===== src/rtl/game_input_frontend.sv =====
// Game input front end: button sync/debounce, press and auto-repeat events, event FIFO.
// Define PS2_KEYS_EN to merge PS/2 extended arrow keys into channels 0..3.
module game_input_frontend #(
    parameter int N_BTN           = 4,
    parameter int DEBOUNCE_CYCLES = 1000000,
    parameter int REPEAT_DELAY    = 40000000,
    parameter int REPEAT_PERIOD   = 10000000,
    parameter int FIFO_DEPTH      = 8,
    localparam int CW = (N_BTN > 1) ? $clog2(N_BTN) : 1,
    localparam int AW = $clog2(FIFO_DEPTH)
) (
    input  logic             clk,
    input  logic             reset,
    input  logic [N_BTN-1:0] btn,
    input  logic             kb_valid,
    input  logic [7:0]       kb_code,
    output logic [N_BTN-1:0] held,
    output logic             evt_valid,
    input  logic             evt_ready,
    output logic [CW-1:0]    evt_chan,
    output logic             evt_repeat,
    output logic [AW:0]      evt_count,
    output logic             dropped
);

    localparam int DW   = $clog2(DEBOUNCE_CYCLES);
    localparam int RMAX = (REPEAT_DELAY > REPEAT_PERIOD) ? REPEAT_DELAY : REPEAT_PERIOD;
    localparam int HW   = (RMAX < 1) ? 1 : $clog2(RMAX + 1);

    logic [N_BTN-1:0] sync1_q, sync1_d, sync2_q, sync2_d;
    logic [N_BTN-1:0] stable_q, stable_d, lvl_prev_q, lvl_prev_d;
    logic [N_BTN-1:0] rep_arm_q, rep_arm_d, pend_q, pend_d, rtype_q, rtype_d;
    logic [DW-1:0]    deb_cnt_q [N_BTN];
    logic [DW-1:0]    deb_cnt_d [N_BTN];
    logic [HW-1:0]    hold_cnt_q [N_BTN];
    logic [HW-1:0]    hold_cnt_d [N_BTN];
    logic [CW:0]      mem_q [FIFO_DEPTH];
    logic [CW:0]      mem_d [FIFO_DEPTH];
    logic [AW:0]      wr_ptr_q, wr_ptr_d, rd_ptr_q, rd_ptr_d;
    logic             drop_q, drop_d;

    logic [N_BTN-1:0] kb_lvl, lvl, press, rep, req, grant;
    logic [CW-1:0]    win;
    logic [AW:0]      count;
    logic [CW:0]      head;
    logic             pop, push, full;

`ifdef PS2_KEYS_EN
    typedef enum logic [1:0] {
        KB_IDLE,
        KB_EXT,
        KB_BRK,
        KB_EXT_BRK
    } kb_state_e;

    kb_state_e  kb_state_q, kb_state_d;
    logic [3:0] kb_lvl_q, kb_lvl_d;
    logic       kb_hit;
    logic [1:0] kb_idx;

    always_comb begin
        kb_state_d = kb_state_q;
        kb_lvl_d   = kb_lvl_q;
        kb_hit     = 1'b1;
        kb_idx     = 2'd0;
        case (kb_code)
            8'h74:   kb_idx = 2'd0;
            8'h75:   kb_idx = 2'd1;
            8'h6B:   kb_idx = 2'd2;
            8'h72:   kb_idx = 2'd3;
            default: kb_hit = 1'b0;
        endcase
        if (kb_valid) begin
            unique case (kb_state_q)
                KB_IDLE: begin
                    if (kb_code == 8'hE0) kb_state_d = KB_EXT;
                    else if (kb_code == 8'hF0) kb_state_d = KB_BRK;
                end
                KB_EXT: begin
                    if (kb_code == 8'hF0) begin
                        kb_state_d = KB_EXT_BRK;
                    end else begin
                        if (kb_hit) kb_lvl_d[kb_idx] = 1'b1;
                        kb_state_d = KB_IDLE;
                    end
                end
                KB_BRK: kb_state_d = KB_IDLE;
                KB_EXT_BRK: begin
                    if (kb_hit) kb_lvl_d[kb_idx] = 1'b0;
                    kb_state_d = KB_IDLE;
                end
            endcase
        end
    end

    always_ff @(posedge clk) begin
        if (reset) begin
            kb_state_q <= KB_IDLE;
            kb_lvl_q   <= '0;
        end else begin
            kb_state_q <= kb_state_d;
            kb_lvl_q   <= kb_lvl_d;
        end
    end

    always_comb begin
        kb_lvl      = '0;
        kb_lvl[3:0] = kb_lvl_q;
    end
`else
    logic unused_kb;
    assign unused_kb = ^{kb_valid, kb_code};
    assign kb_lvl    = '0;
`endif

    assign lvl   = stable_q | kb_lvl;
    assign count = wr_ptr_q - rd_ptr_q;
    assign head  = mem_q[rd_ptr_q[AW-1:0]];

    always_comb begin
        sync1_d    = btn;
        sync2_d    = sync1_q;
        stable_d   = stable_q;
        deb_cnt_d  = deb_cnt_q;
        lvl_prev_d = lvl;
        hold_cnt_d = hold_cnt_q;
        rep_arm_d  = rep_arm_q;
        press      = lvl & ~lvl_prev_q;
        rep        = '0;
        for (int i = 0; i < N_BTN; i++) begin
            if (sync2_q[i] == stable_q[i]) begin
                deb_cnt_d[i] = '0;
            end else if (deb_cnt_q[i] == DW'(DEBOUNCE_CYCLES - 1)) begin
                deb_cnt_d[i] = '0;
                stable_d[i]  = ~stable_q[i];
            end else begin
                deb_cnt_d[i] = deb_cnt_q[i] + 1'b1;
            end
            // Counter restarts at 1 so the period counts the firing cycle too.
            hold_cnt_d[i] = '0;
            rep_arm_d[i]  = 1'b0;
            if (lvl[i] && REPEAT_PERIOD != 0) begin
                rep_arm_d[i] = rep_arm_q[i];
                if (hold_cnt_q[i] == (rep_arm_q[i] ? HW'(REPEAT_PERIOD)
                                                   : HW'(REPEAT_DELAY))) begin
                    rep[i]        = 1'b1;
                    hold_cnt_d[i] = HW'(1);
                    rep_arm_d[i]  = 1'b1;
                end else begin
                    hold_cnt_d[i] = hold_cnt_q[i] + 1'b1;
                end
            end
        end
        req = press | rep;

        win = '0;
        for (int i = N_BTN - 1; i >= 0; i--) begin
            if (pend_q[i]) win = CW'(i);
        end
        full  = (count == (AW + 1)'(FIFO_DEPTH));
        pop   = (count != '0) && evt_ready;
        push  = (|pend_q) && (!full || pop);
        grant = '0;
        for (int i = 0; i < N_BTN; i++) begin
            grant[i] = push && (win == CW'(i));
        end

        pend_d = (pend_q & ~grant) | (req & ~pend_q);
        for (int i = 0; i < N_BTN; i++) begin
            rtype_d[i] = (req[i] && !pend_q[i]) ? rep[i] : rtype_q[i];
        end
        drop_d = drop_q | (|(req & pend_q));

        mem_d = mem_q;
        if (push) mem_d[wr_ptr_q[AW-1:0]] = {win, rtype_q[win]};
        wr_ptr_d = wr_ptr_q + (AW + 1)'(push);
        rd_ptr_d = rd_ptr_q + (AW + 1)'(pop);
    end

    always_ff @(posedge clk) begin
        if (reset) begin
            sync1_q    <= '0;
            sync2_q    <= '0;
            stable_q   <= '0;
            lvl_prev_q <= '0;
            rep_arm_q  <= '0;
            pend_q     <= '0;
            rtype_q    <= '0;
            wr_ptr_q   <= '0;
            rd_ptr_q   <= '0;
            drop_q     <= 1'b0;
            for (int i = 0; i < N_BTN; i++) begin
                deb_cnt_q[i]  <= '0;
                hold_cnt_q[i] <= '0;
            end
            for (int i = 0; i < FIFO_DEPTH; i++) mem_q[i] <= '0;
        end else begin
            sync1_q    <= sync1_d;
            sync2_q    <= sync2_d;
            stable_q   <= stable_d;
            lvl_prev_q <= lvl_prev_d;
            rep_arm_q  <= rep_arm_d;
            pend_q     <= pend_d;
            rtype_q    <= rtype_d;
            wr_ptr_q   <= wr_ptr_d;
            rd_ptr_q   <= rd_ptr_d;
            drop_q     <= drop_d;
            deb_cnt_q  <= deb_cnt_d;
            hold_cnt_q <= hold_cnt_d;
            mem_q      <= mem_d;
        end
    end

    assign held       = lvl;
    assign evt_valid  = (count != '0);
    assign evt_chan   = head[CW:1];
    assign evt_repeat = head[0];
    assign evt_count  = count;
    assign dropped    = drop_q;

endmodule


===== config.mk =====
export PLATFORM = sky130hd
export DESIGN_NAME = game_input_frontend
export DESIGN_NICKNAME = d
export VERILOG_FILES = /design/src/rtl/game_input_frontend.sv
export SDC_FILE = /design/constraint.sdc
export NUM_CORES = 1
export LEC_CHECK = 0
export ABC_CLOCK_PERIOD_IN_PS = 3400
export CORE_MARGIN = 1
export CORE_UTILIZATION = 50
export DETAILED_ROUTE_END_ITERATION = 7
export GPL_TIMING_DRIVEN = 1
export PLACE_DENSITY = 0.78
export SETUP_SLACK_MARGIN = 0.1
export SLEW_MARGIN = 20
export SYNTH_ARGS = -nofsm -noshare
export SYNTH_HDL_FRONTEND = slang
export SYNTH_SLANG_ARGS = --single-unit

===== constraint.sdc =====
create_clock -name clk -period 3.4 [get_ports clk]
set_clock_uncertainty 0.15 [all_clocks]
set_input_delay 0.34 -clock clk [delete_from_list [all_inputs] [get_ports clk]]
set_output_delay 0.34 -clock clk [all_outputs]
set_load 0.02 [all_outputs]

# Word-level counts from Yosys, hierarchy flattened
# Index checks and enable logic that the tools add are counted.
word_totals:
  input_bits: 16
  wordCells: 155
  output_inout_bits: 13
  ff_bits: 245
classes:
  eq_ne: 16
  add_sub_neg: 11
  order_cmp: 4
  n_bitwise: 20
  n_mux: 28
  n_reduce_logical: 37
ops:
  columns: ["op", "n"]
  rows:
  - ["adder 26 x 1 -> 26 bit (second input constant)", 4]
  - ["== test 26 bit", 4]
  - ["two-way mux 26 bit", 4]
  - ["adder 20 x 1 -> 20 bit (second input constant)", 4]
  - ["== test 20 bit (second input constant)", 4]
  - ["bitwise mux 24 bit", 1]
  - ["OR reduction 3 bit", 8]
  - ["bitwise AND 4 bit", 4]
  - ["two-way mux 1 bit", 13]
  - ["inverter 4 bit", 3]
  - ["logical AND 1 bit", 11]
  - ["binary-select mux 3 bit (select 3 bit)", 1]
  - ["demux 3 bit (select 3 bit)", 1]
  - ["two-way mux 3 bit", 3]
  - ["adder 4 x 1 -> 4 bit", 2]
  - [">= comparator 4 bit (second input constant)", 2]
  - ["two-way mux 2 bit", 4]
  - ["inverter 1 bit", 8]
  - ["inverter 3 -> 4 bit", 2]
  - ["bitwise OR 4 bit", 2]
  - ["AND reduction 2 bit", 4]
  - ["OR reduction 2 bit", 4]
  - ["OR reduction 4 bit", 2]
  - ["logical NOT 1 bit", 5]
  - ["other kinds (12)", 16]

# Depth between registers and ports, before layout
logic_depth:
  depth_word: 9
  ltp_mapped: 15
  ltp_nobuf: 12

# Worst setup path after synthesis
# No wires, ideal clock.
synth_timing:
  kind: "reg-to-reg"
  start: "register wr_ptr_q[0]"
  end: "register wr_ptr_q[1]"
  path_buffers: 3
  required_ns: 3.122
  t_arrival_ns: 3.180
  path_slack_ns: -0.058
  stages_incl_launch_ff: 14
  setup_time_ns: 0.128
  period_less_slack_ns: 3.458
  cell_sequence: "dfxtp_1 -> clkbuf_1 -> clkinv_1 -> ha_1 -> inv_1 -> fa_1 -> nor4_1 -> and3_1 -> buf_2 -> clkbuf_1 -> nor2_1 -> ha_1 -> ha_1 -> nor2b_1"
synth_between:
  elab_chain_cells: 6
  word_cells_on_any_way: 8
  cone_classes: "add/sub (2); eq/ne (1); reduce/logical (5)"
synth_rtl:
  columns: ["element", "line", "text"]
  rows:
  - ["from (decl)", "39", "logic [AW:0] wr_ptr_q, wr_ptr_d, rd_ptr_q, rd_ptr_d;"]
  - ["from (signal assigned)", "205", "wr_ptr_q <= wr_ptr_d;"]
  - ["subtractor 4 bit *", "117", "assign count = wr_ptr_q - rd_ptr_q;"]
  - ["named net evt_count[1]", "22", "output logic [AW:0] evt_count,"]
  - ["== test 4 bit / nonzero test 4 bit (equally long branches)", "160, 161", null]
  - ["logical NOT 1 bit / logical AND 1 bit (equally long branches)", "162, 161", null]
  - ["logical OR 1 bit *", "162", "push = (|pend_q) && (!full || pop);"]
  - ["logical AND 1 bit *", "162", null]
  - ["adder 4 x 1 -> 4 bit *", "176", "wr_ptr_d = wr_ptr_q + (AW + 1)'(push);"]
  - ["named net wr_ptr_d[1]", "39", null]
# The timed path passes the listed nets; every way through them passes the cells marked *.
# A chain may end at the register's enable or synchronous reset.

# Worst setup path in the final report
layout_timing:
  start: "register rd_ptr_q[2]"
  end: "output evt_valid"
layout_between:
  elab_chain_cells: 2
layout_rtl:
  columns: ["element", "line", "text"]
  rows:
  - ["from (decl)", "39", null]
  - ["from (signal assigned)", "206", "rd_ptr_q <= rd_ptr_d;"]
  - ["subtractor 4 bit", "117", null]
  - ["nonzero test 4 bit", "215", "assign evt_valid = (count != '0);"]
  - ["to (decl)", "18", "output logic evt_valid,"]
# Every way passes these cells.

==> run summary <==
Drt drc -> 0
# nets final -> 1325
Worst hold path type -> in -> reg
Fmax achieved -> 319 MHz
Clk sink count -> 245
Share of cells above drive strength 1 -> 6.50%
TritonCTS Buffers -> 26
Seq cells post-synth -> 245
Post-Route WL -> 20700 µm
Vias in the first global route -> 8017
Initial Util -> 50.8%
Pwr Density -> 498 nW/µm²
Highest-count cells in the layout ignoring fill and taps -> dfxtp_1, nor2_1, nand3_1, xor2_1, nand2_1
Int Pwr -> 0.00481 W
Pleak -> 3.96 nW
Synthesized area -> 11100 µm²
Peak supply drop -> 347 µV
Syn nets -> 1306
Seq/Total Area, Yosys -> 44.4%
Max-Cap Viols -> 0
Post-Route Utilization -> 56.9%
Initial antenna violation count -> 0
Final hold vios -> 0
Pin count of the biggest net entering global routing -> 28
Slew of the pin with the lowest slew margin -> 744 ps
Max-slew headroom at the worst pin -> 50.3%
Setup WS pre-CTS -> 352 ps
I/O Buffers -> 19
# H-tree levels -> 1
Core box area -> 21800 µm²
Critical Path AT -> 2650 ps
Clock-pin slew on the worst setup and hold paths -> 60 ps
# IOs -> 29
WL per Instance -> 13.0 µm
Vias -> 8508
CTS root buf -> clkbuf_16
Die width -> 151 µm
Cell row count -> 54
DIE HEIGHT -> 151 µm
Setup ws final -> 260 ps
Yosys warnings -> 0
RSZ-0062 raised after global routing -> false
CP Launch Type -> flop
Net switching power -> 0.00136 W
Synth area leader -> dfxtp_1
Min cycle time layout -> 3140 ps
Post-route ant nets -> 0
DP HPWL -> 14000 µm
Status -> finished, final reports clean
Setup TNS -> 0 ps
First-pass GRT wire length -> 35500 µm
Final Setup Violations -> 0
Placed Cells -> 1541
Sequential power share -> 46.9%
Total gr overflow -> 0
Most used DFF post-synth -> dfxtp_1
Syn avg cell area -> 8.71 µm²
Layout Cells excl Fill -> 1588
Design Power -> 0.00617 W
EDFF count, synth -> 0
GR Util All Layers -> 18.6%
Switching Fraction -> 22.0%
Combinational Power Share -> 5.5%
Yosys cell types -> 62
Clock buffer depth -> 3
Fin crit share -> 92.3%
Post-Syn Instances -> 1270
Max-slew violations -> 0
Post-DR vias/cell -> 5.36
Drt pass-1 iters -> 5
Largest fanout on the critical path -> 6
Total setup buffers inserted after CTS -> 0
Clk Latency, worst-skew pair -> 530 ps
Setup crit end kind -> primary output
Final GP Congestion -> 0.802
Area contributors post-synth -> dfxtp_1, nor2_1, xor2_1
Hold buffers post-CTS -> 0
ANT cells -> 0
WP data required -> 2910 ps
Clock share of power -> 47.6%
Die Area -> 22700 µm²
DR iter-0 viols -> 520
Post-synth top area share -> 44.4%
CTS tree -> yes
Worst Setup Path Type -> reg -> out
R2R setup slack -> 430 ps
Layout area overhead -> 12.0%
Post-synth ARST share -> 0%
Most common cell after layout, fill and taps aside -> dfxtp_1
==> power by group through the flow <==
stage	combinational [W]	clock, W	sequential [W]
global route	0.000374	0.00312	0.00289
finish	0.000342	0.00294	0.00289
CTS	0.000351	0.00300	0.00289
global placement	0.000351	0	0.00295
floorplan	0.000236	0	0.00295
detailed placement	0.000352	0	0.00296
==> metal layers <==
metal	wire length, µm	up-vias	track usage [%]	share of wire [%]
met5	0	-	0	0
met4	484	0	5.70	2.3
met3	770	39	2.85	3.7
met2	9720	127	31.9	47
met1	9730	3982	24.0	47
li1	-	4360	-	-
==> stage by stage <==
step / hold WS [ps] / instance area, µm²
after floorplan: 264 / 11100
after global placement: 268 / 11500
after detailed placement: 274 / 11500
after CTS: 50.5 / 12400
after global routing: 66.9 / 12400
final: 59.4 / 12400
==> registers in the layout (all words and copies together) (netlist names) <==
register and flops:
lvl_prev_q 4, rtype_q 4, sync2_q 4, deb_cnt_q 80, pend_q 4, rd_ptr_q 4
wr_ptr_q 4, held 4, sync1_q 4, rep_arm_q 4, dropped 1, mem_q 24
hold_cnt_q 104
==> area by class of cell <==
cell class,count,area [µm²]
sequential,245,4910
fill,2001,9370
tap,280,350
multi-input combinational,943,5800
clock buffer,34,752
clock inverter,13,154
timing repair buffer,31,270
inverter,42,159
==> final timing paths <==
check	to	cells after the start	start
min reg2reg	sync2_q[1]$_SDFF_PP0_	1	sync1_q[1]$_SDFF_PP0_
max	evt_valid	7	rd_ptr_q[2]$_SDFF_PP0_
min	held[1]$_SDFFE_PP0P_	2	reset
max reg2reg	rd_ptr_q[2]$_SDFF_PP0_	11	rd_ptr_q[2]$_SDFF_PP0_
==> cell usage after synthesis (all sizes together), types with 6 or more instances <==
cell    number
xnor2       81
nand4       33
nor3        47
nand2       86
nor4b        9
clkbuf      19
mux4         6
nand2b      10
nor2       226
or3         18
and4        15
nor4        16
and2        12
nor2b       18
buf         21
inv         41
a21oi       38
ha          19
o21a         8
xor2        93
o21ai       29
nand3       96
and3        32
dfxtp      245
==> critical path, cell delays in order (launching register included) <==
cell and delay (ps):
dfxtp_2 410, inv_1 120, ha_1 320, o21a_1 120
or3_1 370, and2_1 190, or4_4 420, clkbuf_2 170
==> what timing repair did <==
item | CTS | global route
endpoints found under the setup margin | 1 | 1
resized for setup | 3 | 1
pin swaps | 0 | 0
==> logic make-up after synthesis <==
kind of cell               after synthesis  share of synthesized area, %
xor gates and xnor gates               174                          13.8
buffers and inverters                   82                          3.33
adders and majority gates               20                          2.33
DFF                                    245                          44.4
AOI/OAI and AO/OA                       95                          5.32
muxes                                   11                          1.67
and+or+nand+nor                        643                          29.2
No activity file was read; power rests on OpenSTA's default activity.
==> edit, RTL diff (same flow settings) <==
Build with the macro `PS2_KEYS_EN` defined.
--- a/src/rtl/game_input_frontend.sv
+++ b/src/rtl/game_input_frontend.sv
@@ -1,5 +1,7 @@
 // Game input front end: button sync/debounce, press and auto-repeat events, event FIFO.
 // Define PS2_KEYS_EN to merge PS/2 extended arrow keys into channels 0..3.
+`define PS2_KEYS_EN
+
 module game_input_frontend #(
     parameter int N_BTN           = 4,
     parameter int DEBOUNCE_CYCLES = 1000000,
Check against the original RTL: not equivalent (Yosys sat finds a counterexample within 4 cycles, from zero or initial values and one cycle with reset high).
==> edit against the original RTL <==
- first-iteration DRC count is 3.7% lower
- combinational power is 5% higher
- final area is 2.6% higher
- sequential share of layout area is 0.069 points lower
- power is 0.90% higher
- largest cell class unchanged
- non-clock buffer count is 10 higher
- synthesized area is 1.6% higher
- count of clock-buffer cells in the layout is 5 higher
- worst hold slack better by 0.15 ns
- cell count is 2.8% higher
- sequential cell count is 6 higher
- wire length is 7.6% higher
- worst setup slack better by 0.012 ns
- critical endpoint is now evt_count[3]
==> edit: results (changes against the original RTL) <==
Detailed routing:
- The count of routing violations after the opening detailed-route iteration came to 501 (-3.7%).
- The post-detailed-route via-to-cell ratio is 5.41 (+1.0%).
- The wire length per cell is 13.7 um (+4.7%).
- The total routed wirelength came to 22300 um (+7.6%).

Cells and area:
- The number of multi-input logic gates was 979 (+3.8%).
- The count of plain and timing-repair buffers in the layout came to 41 (+32%).
- The share of the final layout cell area in multi-input gates is 46.7% (-0.13 points).
- The fraction of layout instances using a drive strength above 1 is 4.96% (-1.5 points).
- The final-layout fill cell count was 1910 (-4.5%).
- The layout sequential cell count is 251 (+2.4%).
- The final design instance area without fill was 12700 um2 (+2.6%).
- The post-layout net count is 1371 (+3.5%).
- The count of clock-net buffers in the final layout is 39 (+15%).
- The register share of the cell area came to 39.5% (-0.069 points).
- The inverter count of the layout excluding clock inverters is 36 (-14%).
- The fraction of area in non-clock buffers is 2.97% (+0.79 points).
- The clock network area share came to 7.02% (-0.30 points).

Global routing:
- The total track usage is 19.1% (+0.50 points).
- The global-route wire length before repair came to 38300 um (+7.8%).
- The via count of the first global-routing pass was 8381 (+4.5%).

Place:
- The instance area after placement was 11800 um2 (+2.8%).
- The number of input and output port buffers inserted is 28 (+9).
- The global placer's final weighted congestion is 0.872 (+8.7%).
- The post-placement setup slack is 0.569 ns (+0.217 ns).
- The post-placement cell count is 1586 (+2.9%).

Worst setup path:
- The delay contributed by the slowest stage of the critical path is 0.61 ns (+0.19 ns).
- In this run the critical register-to-register path is captured at wr_ptr_q[1].
- The master of the slowest instance on the critical path is sky130_fd_sc_hd__clkdlybuf4s50_1.
- The minimum setup slack among reg-to-reg paths is 0.54 ns (+0.11 ns).
- The cell family with the largest share of critical-path delay is buffers and inverters.
- The highest net fanout along the worst path is 11 (+5).
- The critical path starts at wr_ptr_q[1].
- The critical path capture point is evt_count[3].
- The startpoint identified for the worst register-to-register timing path is wr_ptr_q[0].
- The data arrival time of the critical path is 2.64 ns (about the same).

Power and ir drop:
- The logic gate share of total power is 5.8% (+0.3 points).
- The maximum vdd ir drop is 0.000346 V (-0.28%).
- The leakage component of the power was 4.15 nW (+4.7%).
- The proportion of total power due to net switching is 21.6% (-0.37 points).
- The clock distribution power was 0.00290 W (-1%).

Clock network:
- The clock latency reported for the late side of the worst-skew pair is 0.55 ns (+0.02 ns).

Synthesis:
- After synthesis, the cell types taking the most area are sky130_fd_sc_hd__dfxtp_1 45%, sky130_fd_sc_hd__nor2_1 8.1%, sky130_fd_sc_hd__xor2_1 7.6%, sky130_fd_sc_hd__xnor2_1 6.1%, sky130_fd_sc_hd__nand3_1 4.4%.
- The fraction of the yosys area taken by sequential cells is 44.7% (+0.39 points).
- The average size of a mapped cell came to 8.63 um2 (-0.93%).
- By count the netlist is led by 251 x sky130_fd_sc_hd__dfxtp_1, 243 x sky130_fd_sc_hd__nor2_1, 98 x sky130_fd_sc_hd__nand3_1.
- The number of library cell types mapped by synthesis was 56 (-9.7%).

Status:
- The flow ran to the end, and the final reports show no timing, DRC or antenna violations.

Timing:
- The tightest slew margin relative to the limit is 44.2% (-6.1 points).
- The highest clock rate was 0.320 GHz (+0.38%).
## edit: cell count changes after synthesis, sizes merged, moves of 6 or more
cell / change
o21ai: +10
clkbuf: +10
nor3: -16
nand2: +8
dfxtp: +6
and2: -7
buf: -14
mux2i: +6
and3: +11
nor2: +17
## edit: how the worst min path moves through the flow
stage                     cells after the start         end        from  slack [ns]
after floorplan                               1  sync2_q[0]  sync1_q[0]        0.26
after global placement                        1  sync2_q[3]  sync1_q[3]        0.28
after detailed placement                      1  sync2_q[3]  sync1_q[3]        0.28
after CTS                                     2  sync1_q[3]      btn[3]        0.18
after global routing                          2  sync1_q[3]      btn[3]        0.22
final                                         2  sync1_q[3]      btn[3]        0.21
## edit: repair_timing
action | in CTS | in global routing
pin swaps | 0 | 0
gates resized for setup | 1 | 2
setup buffers | 0 | 0
hold endpoints to repair | 3 | 0
endpoints found under the setup margin | 1 | 1
hold buffers | 1 | 0
## edit: kinds of logic after synthesis
kind of cell	Yosys count	synth area share (%)
and+or+nand+nor	650	28.4
DFF	251	44.7
xor gates and xnor gates	175	13.6
AOI/OAI and AO/OA	117	6.28
buffers and inverters	72	2.50
adders and majority gates	20	2.30
muxes	17	2.18
## edit: layer usage
| layer | vias to the layer above | share of wire (%) | global-route usage (%) | wire length [um] |
|---|---|---|---|---|
| li1 | 4528 | - | - | - |
| met1 | 4132 | 49 | 25.3 | 10900 |
| met2 | 131 | 45 | 31.7 | 10000 |
| met3 | 40 | 4.3 | 3.39 | 958 |
| met4 | 0 | 2.0 | 5.90 | 447 |
| met5 | - | 0 | 0 | 0 |
## edit: stage by stage
step	utilization (%)	total power, W
2_1_floorplan	-	0.00324
3_3_place_gp	53.9	0.00337
3_5_place_dp	53.9	0.00338
4_1_cts	58.0	0.00630
5_1_grt	58.1	0.00645
6_report	58.1	0.00622
